File: src/rtl/mips_pkg.sv
`default_nettype none
// ============================================================================
// Module      : mips_pkg
// Description : Shared types and constants for the MIPS memory stage:
//               memory-access FSM states, default bus timeout and MEM/WB
//               field widths.
// Revision    : 1.0 - initial release
// ============================================================================
package mips_pkg;

  localparam int DMEM_TIMEOUT_DEFAULT = 255;
  localparam int DATA_W               = 32;
  localparam int REG_W                = 5;
  localparam int CNT_W                = 8;

  typedef enum logic [1:0] {
    IDLE = 2'd0,
    BUSY = 2'd1,
    DONE = 2'd2
  } mem_state_t;

endpackage
`default_nettype wire

File: src/rtl/memory_stage_if.sv
`default_nettype none
// ============================================================================
// Module      : memory_stage_if
// Description : Request/ready data-memory bus between the memory stage
//               (master) and the external data memory (slave).
// Revision    : 1.0 - initial release
// ============================================================================
interface memory_stage_if;
  import mips_pkg::*;

  logic              mem_req;
  logic              mem_we;
  logic [DATA_W-1:0] mem_addr;
  logic [DATA_W-1:0] mem_wdata;
  logic              mem_ready;
  logic [DATA_W-1:0] mem_rdata;

  modport master (
    output mem_req, mem_we, mem_addr, mem_wdata,
    input  mem_ready, mem_rdata
  );

  modport slave (
    input  mem_req, mem_we, mem_addr, mem_wdata,
    output mem_ready, mem_rdata
  );

endinterface
`default_nettype wire

File: src/rtl/writeback_reg.sv
`default_nettype none
// ============================================================================
// Module      : writeback_reg
// Description : MEM/WB pipeline register. load captures a full instruction;
//               bubble (without load) clears the control bits and holds the
//               data fields.
// Revision    : 1.0 - initial release
// ============================================================================
module writeback_reg
  import mips_pkg::*;
(
  input  logic              clk,
  input  logic              reset,
  input  logic              load,
  input  logic              bubble,
  input  logic              reg_write_in,
  input  logic              mem_to_reg_in,
  input  logic [DATA_W-1:0] read_data_in,
  input  logic [DATA_W-1:0] alu_out_in,
  input  logic [REG_W-1:0]  write_reg_in,
  output logic              RegWriteW,
  output logic              MemtoRegW,
  output logic [DATA_W-1:0] ReadDataW,
  output logic [DATA_W-1:0] ALUOutW,
  output logic [REG_W-1:0]  WriteRegW
);

  // Pipeline register: load wins over bubble; bubble only kills control.
  always_ff @(posedge clk) begin
    if (reset) begin
      RegWriteW <= 1'b0;
      MemtoRegW <= 1'b0;
      ReadDataW <= '0;
      ALUOutW   <= '0;
      WriteRegW <= '0;
    end else if (load) begin
      RegWriteW <= reg_write_in;
      MemtoRegW <= mem_to_reg_in;
      ReadDataW <= read_data_in;
      ALUOutW   <= alu_out_in;
      WriteRegW <= write_reg_in;
    end else if (bubble) begin
      RegWriteW <= 1'b0;
      MemtoRegW <= 1'b0;
    end
  end

endmodule
`default_nettype wire

File: src/rtl/memory_stage.sv
`default_nettype none
// ============================================================================
// Module      : memory_stage
// Description : M stage of the five-stage MIPS pipeline. Issues loads and
//               stores on a request/ready bus, stalls the pipeline (Dhit=0)
//               while an access is outstanding, flags misaligned and
//               timed-out accesses, and holds the MEM/WB register.
// Revision    : 1.0 - initial release
// ============================================================================
module memory_stage
  import mips_pkg::*;
#(
  parameter int TIMEOUT = DMEM_TIMEOUT_DEFAULT
) (
  input  logic               clk,
  input  logic               reset,
  input  logic               RegWriteM,
  input  logic               MemtoRegM,
  input  logic               MemWriteM,
  input  logic [DATA_W-1:0]  ALUOutM,
  input  logic [DATA_W-1:0]  WriteDataM,
  input  logic [REG_W-1:0]   WriteRegM,
  memory_stage_if.master     dmem,
  output logic               Dhit,
  output logic               addr_err,
  output logic               bus_err,
  output logic               RegWriteW,
  output logic               MemtoRegW,
  output logic [DATA_W-1:0]  ReadDataW,
  output logic [DATA_W-1:0]  ALUOutW,
  output logic [REG_W-1:0]   WriteRegW
);

  // Terminal count: the abort fires in the TIMEOUT-th request cycle.
  localparam logic [CNT_W-1:0] TERM = CNT_W'(TIMEOUT - 1);

  mem_state_t        state;
  mem_state_t        state_next;
  logic [CNT_W-1:0]  cnt;
  logic [DATA_W-1:0] rdata_q;
  logic              abort_q;

  logic access;
  logic misaligned;
  logic issue;
  logic complete;
  logic expire;
  logic suppress_wb;

  assign access      = MemtoRegM | MemWriteM;
  assign misaligned  = access & (ALUOutM[1:0] != 2'b00);
  // Completion only counts while a request is outstanding (BUSY).
  assign complete    = (state == BUSY) & dmem.mem_ready;
  assign expire      = (state == BUSY) & ~dmem.mem_ready & (cnt == TERM);
  // Misaligned or aborted instructions must not write the register file.
  assign suppress_wb = ((state == IDLE) & misaligned) | ((state == DONE) & abort_q);

  // State register.
  always_ff @(posedge clk) begin
    if (reset) state <= IDLE;
    else       state <= state_next;
  end

  // Next-state, stall and issue decode.
  always_comb begin
    state_next = state;
    Dhit       = 1'b0;
    issue      = 1'b0;
    case (state)
      IDLE: begin
        if (access && !misaligned) begin
          state_next = BUSY;
          issue      = 1'b1;
        end else begin
          Dhit = 1'b1;
        end
      end
      BUSY: begin
        if (complete || expire) state_next = DONE;
      end
      DONE: begin
        Dhit       = 1'b1;
        state_next = IDLE;
      end
      default: state_next = IDLE;
    endcase
  end

  // Bus request, captured address/data, timeout counter and error pulses.
  always_ff @(posedge clk) begin
    if (reset) begin
      dmem.mem_req   <= 1'b0;
      dmem.mem_we    <= 1'b0;
      dmem.mem_addr  <= '0;
      dmem.mem_wdata <= '0;
      cnt            <= '0;
      rdata_q        <= '0;
      abort_q        <= 1'b0;
      addr_err       <= 1'b0;
      bus_err        <= 1'b0;
    end else begin
      addr_err <= (state == IDLE) & misaligned;
      bus_err  <= expire;
      if (issue) begin
        dmem.mem_req   <= 1'b1;
        dmem.mem_we    <= MemWriteM;
        dmem.mem_addr  <= ALUOutM;
        dmem.mem_wdata <= WriteDataM;
        cnt            <= '0;
        abort_q        <= 1'b0;
      end else if (complete) begin
        dmem.mem_req <= 1'b0;
        if (!dmem.mem_we) rdata_q <= dmem.mem_rdata;
      end else if (expire) begin
        dmem.mem_req <= 1'b0;
        abort_q      <= 1'b1;
      end else if (state == BUSY) begin
        cnt <= cnt + 1'b1;
      end
    end
  end

  writeback_reg u_writeback_reg (
    .clk           (clk),
    .reset         (reset),
    .load          (Dhit),
    .bubble        (~Dhit),
    .reg_write_in  (RegWriteM & ~suppress_wb),
    .mem_to_reg_in (MemtoRegM),
    .read_data_in  (rdata_q),
    .alu_out_in    (ALUOutM),
    .write_reg_in  (WriteRegM),
    .RegWriteW     (RegWriteW),
    .MemtoRegW     (MemtoRegW),
    .ReadDataW     (ReadDataW),
    .ALUOutW       (ALUOutW),
    .WriteRegW     (WriteRegW)
  );

endmodule
`default_nettype wire

File: src/flat_wrapper.sv
// flat-port wrapper written by rule: the top's interface ports become plain ports
module memory_stage_flat import mips_pkg::*;
#(
  parameter int TIMEOUT = DMEM_TIMEOUT_DEFAULT
)
  (clk, reset, RegWriteM, MemtoRegM, MemWriteM, ALUOutM, WriteDataM, WriteRegM, Dhit, addr_err, bus_err, RegWriteW, MemtoRegW, ReadDataW, ALUOutW, WriteRegW, dmem_mem_req, dmem_mem_we, dmem_mem_addr, dmem_mem_wdata, dmem_mem_ready, dmem_mem_rdata);
  memory_stage_if dmem_i ();
  input  logic clk;
  input  logic reset;
  input  logic RegWriteM;
  input  logic MemtoRegM;
  input  logic MemWriteM;
  input  logic [DATA_W-1:0] ALUOutM;
  input  logic [DATA_W-1:0] WriteDataM;
  input  logic [REG_W-1:0] WriteRegM;
  output logic Dhit;
  output logic addr_err;
  output logic bus_err;
  output logic RegWriteW;
  output logic MemtoRegW;
  output logic [DATA_W-1:0] ReadDataW;
  output logic [DATA_W-1:0] ALUOutW;
  output logic [REG_W-1:0] WriteRegW;
  output wire logic [$bits(dmem_i.mem_req)-1:0] dmem_mem_req;
  output wire logic [$bits(dmem_i.mem_we)-1:0] dmem_mem_we;
  output wire logic [$bits(dmem_i.mem_addr)-1:0] dmem_mem_addr;
  output wire logic [$bits(dmem_i.mem_wdata)-1:0] dmem_mem_wdata;
  input wire logic [$bits(dmem_i.mem_ready)-1:0] dmem_mem_ready;
  input wire logic [$bits(dmem_i.mem_rdata)-1:0] dmem_mem_rdata;
  assign dmem_mem_req = dmem_i.mem_req;
  assign dmem_mem_we = dmem_i.mem_we;
  assign dmem_mem_addr = dmem_i.mem_addr;
  assign dmem_mem_wdata = dmem_i.mem_wdata;
  assign dmem_i.mem_ready = dmem_mem_ready;
  assign dmem_i.mem_rdata = dmem_mem_rdata;
  memory_stage #(.TIMEOUT(TIMEOUT)) u_core (.clk(clk), .reset(reset), .RegWriteM(RegWriteM), .MemtoRegM(MemtoRegM), .MemWriteM(MemWriteM), .ALUOutM(ALUOutM), .WriteDataM(WriteDataM), .WriteRegM(WriteRegM), .dmem(dmem_i), .Dhit(Dhit), .addr_err(addr_err), .bus_err(bus_err), .RegWriteW(RegWriteW), .MemtoRegW(MemtoRegW), .ReadDataW(ReadDataW), .ALUOutW(ALUOutW), .WriteRegW(WriteRegW));
endmodule
File: config.mk
export PLATFORM = sky130hd
export DESIGN_NAME = memory_stage_flat
export DESIGN_NICKNAME = d
export VERILOG_FILES = /design/src/rtl/mips_pkg.sv /design/src/rtl/memory_stage_if.sv /design/src/rtl/writeback_reg.sv /design/src/rtl/memory_stage.sv /design/src/flat_wrapper.sv
export SDC_FILE = /design/constraint.sdc
export NUM_CORES = 1
export LEC_CHECK = 0
export CORE_MARGIN = 8
export CORE_UTILIZATION = 44
export DETAILED_ROUTE_END_ITERATION = 10
export PLACE_DENSITY = 0.8
export SKIP_LAST_GASP = 1
export SLEW_MARGIN = 0
export SYNTH_ARGS = -nofsm -noshare
export SYNTH_HDL_FRONTEND = slang
export SYNTH_SLANG_ARGS = --single-unit
File: constraint.sdc
create_clock -name clk -period 2.1 [get_ports clk]
set_input_delay 0.63 -clock clk [delete_from_list [all_inputs] [get_ports clk]]
set_output_delay 0.63 -clock clk [all_outputs]
set_load 0.005 [all_outputs]
==> results of run 1 <==
worst min-delay path by stage:
stage	startpoint	end	slack [ns]	depth (start not counted)
after CTS	u_core.dmem.mem_wdata[31]$_SDFFE_PP0P_	u_core.dmem.mem_wdata[31]$_SDFFE_PP0P_	0.45	2
after global routing	u_core.dmem.mem_wdata[5]$_SDFFE_PP0P_	u_core.dmem.mem_wdata[5]$_SDFFE_PP0P_	0.47	2
after detailed placement	u_core.dmem.mem_wdata[5]$_SDFFE_PP0P_	u_core.dmem.mem_wdata[5]$_SDFFE_PP0P_	0.45	2
after floorplan	u_core.rdata_q[0]$_SDFFE_PP0P_	u_core.rdata_q[0]$_SDFFE_PP0P_	0.44	2
final	u_core.dmem.mem_wdata[31]$_SDFFE_PP0P_	u_core.dmem.mem_wdata[31]$_SDFFE_PP0P_	0.45	2
after global placement	u_core.dmem.mem_addr[24]$_SDFFE_PP0P_	u_core.dmem.mem_addr[24]$_SDFFE_PP0P_	0.44	2
per-layer routing:
metal	part of all wire	GRT usage
met1	0.39	0.226
met2	0.50	0.332
met3	0.088	0.0594
met4	0.021	0.0724
met5	0	0
area by class of cell:
class	instances	area, um^2	share of cell area
clock inverters	12	166	0.0166
well taps	184	230	0.0229
flip-flops and latches	182	3640	0.362
inverters	1	3.75	0.000373
multi-input cells	485	2590	0.258
repair buffers	289	2960	0.294
clock buffers	20	457	0.0454
Yosys cell counts (2+ instances only):
master       n
nor2_1      79
dfxtp_1    182
and2_1       2
buf_6        7
nor2b_1      2
o2111ai_1    2
nand3b_1     2
buf_4        9
o21ai_0      2
nand2_1    194
mux2i_1     69
xor2_1       5
nor4_1       4
clkbuf_1    23
nor3_1       2
a21oi_1     98
ha_1         2
o211ai_1     2
buf_2        9
o21a_1       2
and3b_1      2
o21ai_1      2
through the flow:
step                      hold WS, ns   util  std cells  setup TNS (ns)
after floorplan                 0.436      -        716               0
after global placement          0.441  0.651       1140          -20.83
after detailed placement        0.445  0.651       1140          -26.99
after CTS                       0.455  0.694       1173               0
after global routing            0.469  0.694       1173               0
final                           0.451  0.694       1173               0
power groups by stage:
stage	clock network [uW]	logic (uW)	registers, uW
global route	3540	1070	3670
global placement	0	988	3720
detailed placement	0	998	3730
floorplan	0	372	3740
finish	3310	993	3650
CTS	3380	1010	3650
worst reg2reg max path: cells and delay by family, from the launching register on:
kind	cells	cell delay, ns
buffers and inverters	3	0.69
AOI/OAI and AO/OA	2	0.31
muxes	1	0.30
DFF	1	0.36
and+or+nand+nor	1	0.06
cell families (layout without fill, tap and decap cells):
group	after synthesis	after routing	share of synthesized area
and+or+nand+nor	297	297	0.187
DFF	182	182	0.562
AOI/OAI and AO/OA	111	111	0.0901
muxes	69	69	0.106
buffers and inverters	49	322	0.0434
xor gates and xnor gates	6	6	0.00810
adders and majority gates	2	2	0.00386
flip-flops by register name, summed over array words and instances (netlist names):
signal                            flops
u_core.dmem.mem_addr                 32
u_core.dmem.mem_wdata                32
u_core.rdata_q                       32
u_core.u_writeback_reg.ALUOutW       32
u_core.u_writeback_reg.ReadDataW     32
u_core.cnt                            8
u_core.u_writeback_reg.WriteRegW      5
u_core.state                          2
u_core.abort_q                        1
u_core.addr_err                       1
u_core.bus_err                        1
u_core.dmem.mem_req                   1
u_core.dmem.mem_we                    1
u_core.u_writeback_reg.MemtoRegW      1
u_core.u_writeback_reg.RegWriteW      1
timing repair:
action | in CTS | in global routing
buffers inserted | 1 | 0
hold buffers | 0 | 0
setup endpoints to repair | 8 | 0
gates resized for setup | 10 | 0
endpoints found under the hold margin | 0 | 0
==> flow_metrics.env, run 1 <==
export IMPL_grt_pass1_vias=5715
export IMPL_layout_common_cells="240 x clkdlybuf4s50_1, 194 x nand2_1, 182 x dfxtp_1"
export IMPL_port_buffer_count=246
export IMPL_design_core_area_um2=14500
export IMPL_synthCells=716
export IMPL_rrSetupSlack_ns=0.27
export IMPL_r2r_start="u_core.state[1]$_SDFFE_PP0P_"
export IMPL_rsz0062_at_grt="no"
export IMPL_final_nets=1085
export IMPL_final_cell_area_um2=10100
export IMPL_postSynthAreaPerCell_um2=9.06
export IMPL_drive_above_1_share=0.0839
export IMPL_drt_total_wl_um=19000
export IMPL_drt_iter0_drc=314
export IMPL_swShare=0.229
export IMPL_cts_buffers=17
export IMPL_htree_num_levels=4
export IMPL_worst_pin_slew_ns=0.567
export IMPL_ys_seq_elements=182
export IMPL_synth_largest_area_cell="dfxtp_1"
export IMPL_fin_crit_sh=0.954
export IMPL_slowest_delay_ns=0.25
export IMPL_report_final_slew_viol_count=0
export IMPL_via_per_inst=4.89
export IMPL_die_h_um=137
export IMPL_required_ns=1.47
export IMPL_ant_nets=0
export IMPL_relSlewSlack=0.622
export IMPL_dieArea_um2=18900
export IMPL_internal_power_uw=6140
export IMPL_pwr_share_clk=0.416
export IMPL_rows=44
export IMPL_antenna_found_initial=0
export IMPL_crit_buf_inv=2
export IMPL_dr_pass1_iters=4
export IMPL_path_depth=4
export IMPL_wire_per_inst_um=16.2
export IMPL_place_hpwl_um=13800
export IMPL_combPwrFrac=0.125
export IMPL_clk_latency_ns=0.42
export IMPL_critical_path_endpoint="Dhit"
export IMPL_synth_top_area_frac=0.562
export IMPL_p_total_uw=7960
export IMPL_seq_area_frac_synth=0.562
export IMPL_crit_start="MemWriteM"
export IMPL_peakVddDrop_mv=0.470
export IMPL_grt_pass1_wl_um=29100
export IMPL_syn_area_um2=6490
export IMPL_p_seq_frac=0.459
export IMPL_drc=0
export IMPL_cpLargestDelayFamily="buffers and inverters"
export IMPL_clock_skew_ns=0.00643
export IMPL_crit_slowest_cell="dlygate4sd2_1"
export IMPL_nFillCells=1120
export IMPL_yosys_top_cells_area="dfxtp_1 56%, nand2_1 11%, mux2i_1 11%, a21oi_1 7.6%, nor2_1 4.6%"
export IMPL_post_route_min_period_ns=2.00
export IMPL_power_density_nw_per_um2=792
export IMPL_track_usage=0.195
export IMPL_grt_max_degree=56
export IMPL_synth_cell_types=37
export IMPL_max_cap_violations=0
export IMPL_cts_buffer_depth=2
export IMPL_synth_edf_count=0
export IMPL_io_pins=247
export IMPL_cts_tree="done"
export IMPL_clkTransAtPathRegs_ns=0.06
export IMPL_synthArstFlopShare=0
export IMPL_gr_total_overflow=0
export IMPL_p_sw_uw=1820
export IMPL_r2r_end="u_core.u_writeback_reg.ALUOutW[28]$_SDFFE_PP0P_"
export IMPL_finalWeightedCongestion=0.752
export IMPL_outcome="finished clean"
export IMPL_crit_path_end_kind="output pin"
export IMPL_diodes=0
export IMPL_cp_arrival_ns=1.37
export IMPL_synth_warnings=0
export IMPL_synthFlopType="dfxtp_1"
export IMPL_hold_viol_final=0
export IMPL_setup_ws_ns=0.0976
export IMPL_dpl_cell_area_um2=9420
export IMPL_pre_cts_slack_ns=-0.532
export IMPL_max_freq_mhz=499
export IMPL_min_path_type="reg2reg"
export IMPL_cts_sinks=182
export IMPL_num_vias=5741
export IMPL_cts_root_buf="clkbuf_16"
export IMPL_die_w_um=137
export IMPL_ff2ff_path_depth=7
export IMPL_synth_fp_nets=825
export IMPL_p_leak_uw=0.00403
export IMPL_final_common_cell="clkdlybuf4s50_1"
export IMPL_critPathMaxFanout=2
export IMPL_area_delta_synth_final_pct=54.9
export IMPL_start_util=0.448
export IMPL_critical_path_class="in2out"
export IMPL_cp_start_kind="input pin"
export IMPL_setup_viol=0
export IMPL_critical_path_cell_chain="dlygate4sd2_1, o21ba_4, a21oi_4, buf_2"
Note: power is estimated with default switching activity, not from simulation.
==> run 2: changes to the inputs <==
- HOLD_SLACK_MARGIN: unset -> 0.15
==> results of run 2 <==
Final layout, timing and power as in run 1 (identical DEF).
==> run 3: changes to the inputs <==
- CAP_MARGIN: unset -> 25
- CTS_CLUSTER_SIZE: unset -> 25
==> results of run 3 <==
Final layout, timing and power as in run 1 (identical DEF).
==> edit, RTL diff (flow settings as in run 3) <==
`REG_W`: 5 -> 6.
--- a/src/rtl/mips_pkg.sv
+++ b/src/rtl/mips_pkg.sv
@@ -10,7 +10,7 @@
 
   localparam int DMEM_TIMEOUT_DEFAULT = 255;
   localparam int DATA_W               = 32;
-  localparam int REG_W                = 5;
+  localparam int REG_W                = 6;
   localparam int CNT_W                = 8;
 
   typedef enum logic [1:0] {
Ports: changed (resized WriteRegM and WriteRegW); port bits go from 247 to 249. No check against the original RTL was run, so the function may have changed too.
==> edit against run 3 <==
- cell area shrank 2.4%
- setup slack got worse by 0.045 ns
- combinational power down 5.3%
- via count down 1.3%
- total power decreased by 1.6%
- routed wire length decreased by 1.2%
- synthesized area grew 0.81%
- sequential cell count is 1 higher
- die area up 0.72%
==> edit: results (changes against run 3) <==
| Item | This run | Delta |
| --- | --- | --- |
| Share of the yosys chip area belonging to registers | 56.01% | -0.15 points |
| Final Wtd Congestion | 0.7669 | +2.0% |
| Syn Nets | 830 | +0.61% |
| Number of buffers inserted during clock tree synthesis | 17 | unchanged |
| Routed length per placed instance | 16.27 µm | +0.20% |
| Total Routing Usage GR | 19.38% | -0.14 points |
| Routed via count | 5668 | -1.3% |
| Post-Syn Area | 6541 µm² | +0.81% |
| Cell types occupying the most area after synthesis | dfxtp_1, nand2_1, mux2i_1, a21oi_1, nor2_1 |  |
| Hold Path Cell Cnt | 2 | unchanged |
| Outcome | finished clean |  |
| Register-to-register setup slack | 0.21 ns | -0.06 ns |
| Max clock buf depth | 2 | unchanged |
| Ratio of cells with drive above 1 in the final layout | 5.858% | -2.5 points |
| Number of standard cells after synthesis | 720 | +0.56% |
| Mean number of vias per cell | 4.899 | about the same |
| Post-route fraction of the period consumed by the critical path | 97.48% | +2.1 points |
| Depth of the CTS H-tree | 4 | unchanged |
| Count of buffers added by post-CTS timing repair for setup | 0 | -1 |
| Hold_sp | u_core.dmem.mem_addr[8] |  |
| First-pass GRT wire length | 29.16 mm | +0.33% |
| Clock input transition at the sequential cells of the worst setup and hold paths | 0.06 ns | about the same |
| Count of cell types in the netlist | 35 | -5.4% |
| Instance area after placement | 9211 µm² | -2.3% |
| # fillers | 1171 | +4.6% |
| IO Port Bufs | 248 | +0.81% |
| Worst Hold Path EP | u_core.dmem.mem_addr[8] |  |
| R2r worst-path depth | 6 | -1 |
| Violation count after the first detailed-route iteration | 326 | +3.8% |
| Pin count of the biggest net entering global routing | 83 | +48% |
| Post-Route Skew | 0.01165 ns | +0.005220 ns |
| Length of the first detailed-routing pass in iterations | 5 | +1 |
| Reg-to-reg endpoint | u_core.u_writeback_reg.ReadDataW[2] |  |
| Hold WC Path Type | flop to flop |  |
| Estimated wirelength of the detail-placed design | 13.04 mm | -5.5% |
| Data arrival, critical path | 1.42 ns | +0.05 ns |
| Hold Slack | 0.4526 ns | +0.001955 ns |
| Number of antenna repair diodes | 0 | unchanged |
| Slew headroom | 67.75% | +5.5 points |
| Commonest cells in the synthesized netlist | nand2_1, dfxtp_1, a21oi_1 |  |
| Static Leak | 3.891 nW | -3.5% |
| CP Max Fanout | 2 | unchanged |
| Peak supply drop | 0.7784 mV | +66% |
| Total number of nets in the final design | 1070 | -1.4% |
## edit: final cells by class
class | count | area [µm²] | area share [%]
flip-flops and latches | 183 | 3664 | 37.35
clock buffers | 27 | 513.0 | 5.230
inverters | 1 | 3.754 | 0.03827
clock inverters | 5 | 85.08 | 0.8675
multi-input cells | 488 | 2597 | 26.48
repair buffers | 269 | 2715 | 27.68
well taps | 184 | 230.2 | 2.347
## edit: metrics by stage
step                total power, mW  setup slack, ns
floorplan                     4.144           0.1289
global placement              4.682          -0.5191
detailed placement            4.698          -0.5501
CTS                           7.907          0.06172
global route                  8.147          0.01267
finish                        7.834          0.05285
## edit: where the power goes
part / switching (mW) / internal (mW)
logic: 0.394 / 0.546
registers: 0.0698 / 3.61
clock network: 1.29 / 1.92
total: 1.76 / 6.08
## edit: routing by layer
metal / GRT usage, % / share of wire, % / routed length (µm) / up-vias
met2: 32.08 / 49 / 9313 / 190
met4: 5.910 / 1.6 / 296 / 0
li1: - / - / - / 2842
met5: 0 / 0 / 0 / -
met3: 8.696 / 9.9 / 1863 / 15
met1: 21.99 / 39 / 7354 / 2621
## edit: what timing repair did
action / 4_1_cts / 5_1_grt
resized for setup: 10 / 0
hold endpoints to repair: 0 / 0
endpoints found under the setup margin: 61 / 0
## edit: how the worst max path moves through the flow
stage | from | slack [ns] | to | depth (start not counted)
3_5_place_dp | MemWriteM | -0.55 | u_core.u_writeback_reg.ReadDataW[27] | 7
4_1_cts | MemWriteM | 0.06 | Dhit | 4
2_1_floorplan | MemWriteM | 0.13 | Dhit | 4
5_1_grt | MemWriteM | 0.01 | u_core.u_writeback_reg.ReadDataW[27] | 7
6_report | MemWriteM | 0.05 | Dhit | 4
3_3_place_gp | MemWriteM | -0.52 | Dhit | 4
## edit: kinds of logic (layout without fill, tap and decap cells)
logic type,Yosys count,in the layout,share of synthesized area (%)
simple gates,299,299,18.55
flops,183,183,56.01
mux,70,70,10.71
xor+xnor,4,4,0.5357
buf+inv,49,302,4.724
fa+ha+maj,2,2,0.3825
compound gates,113,113,9.086
## edit: worst max-delay path: stages
cell	delay [ns]
dlygate4sd2_1	0.26
o21ba_4	0.24
a21oi_4	0.15
buf_2	0.14
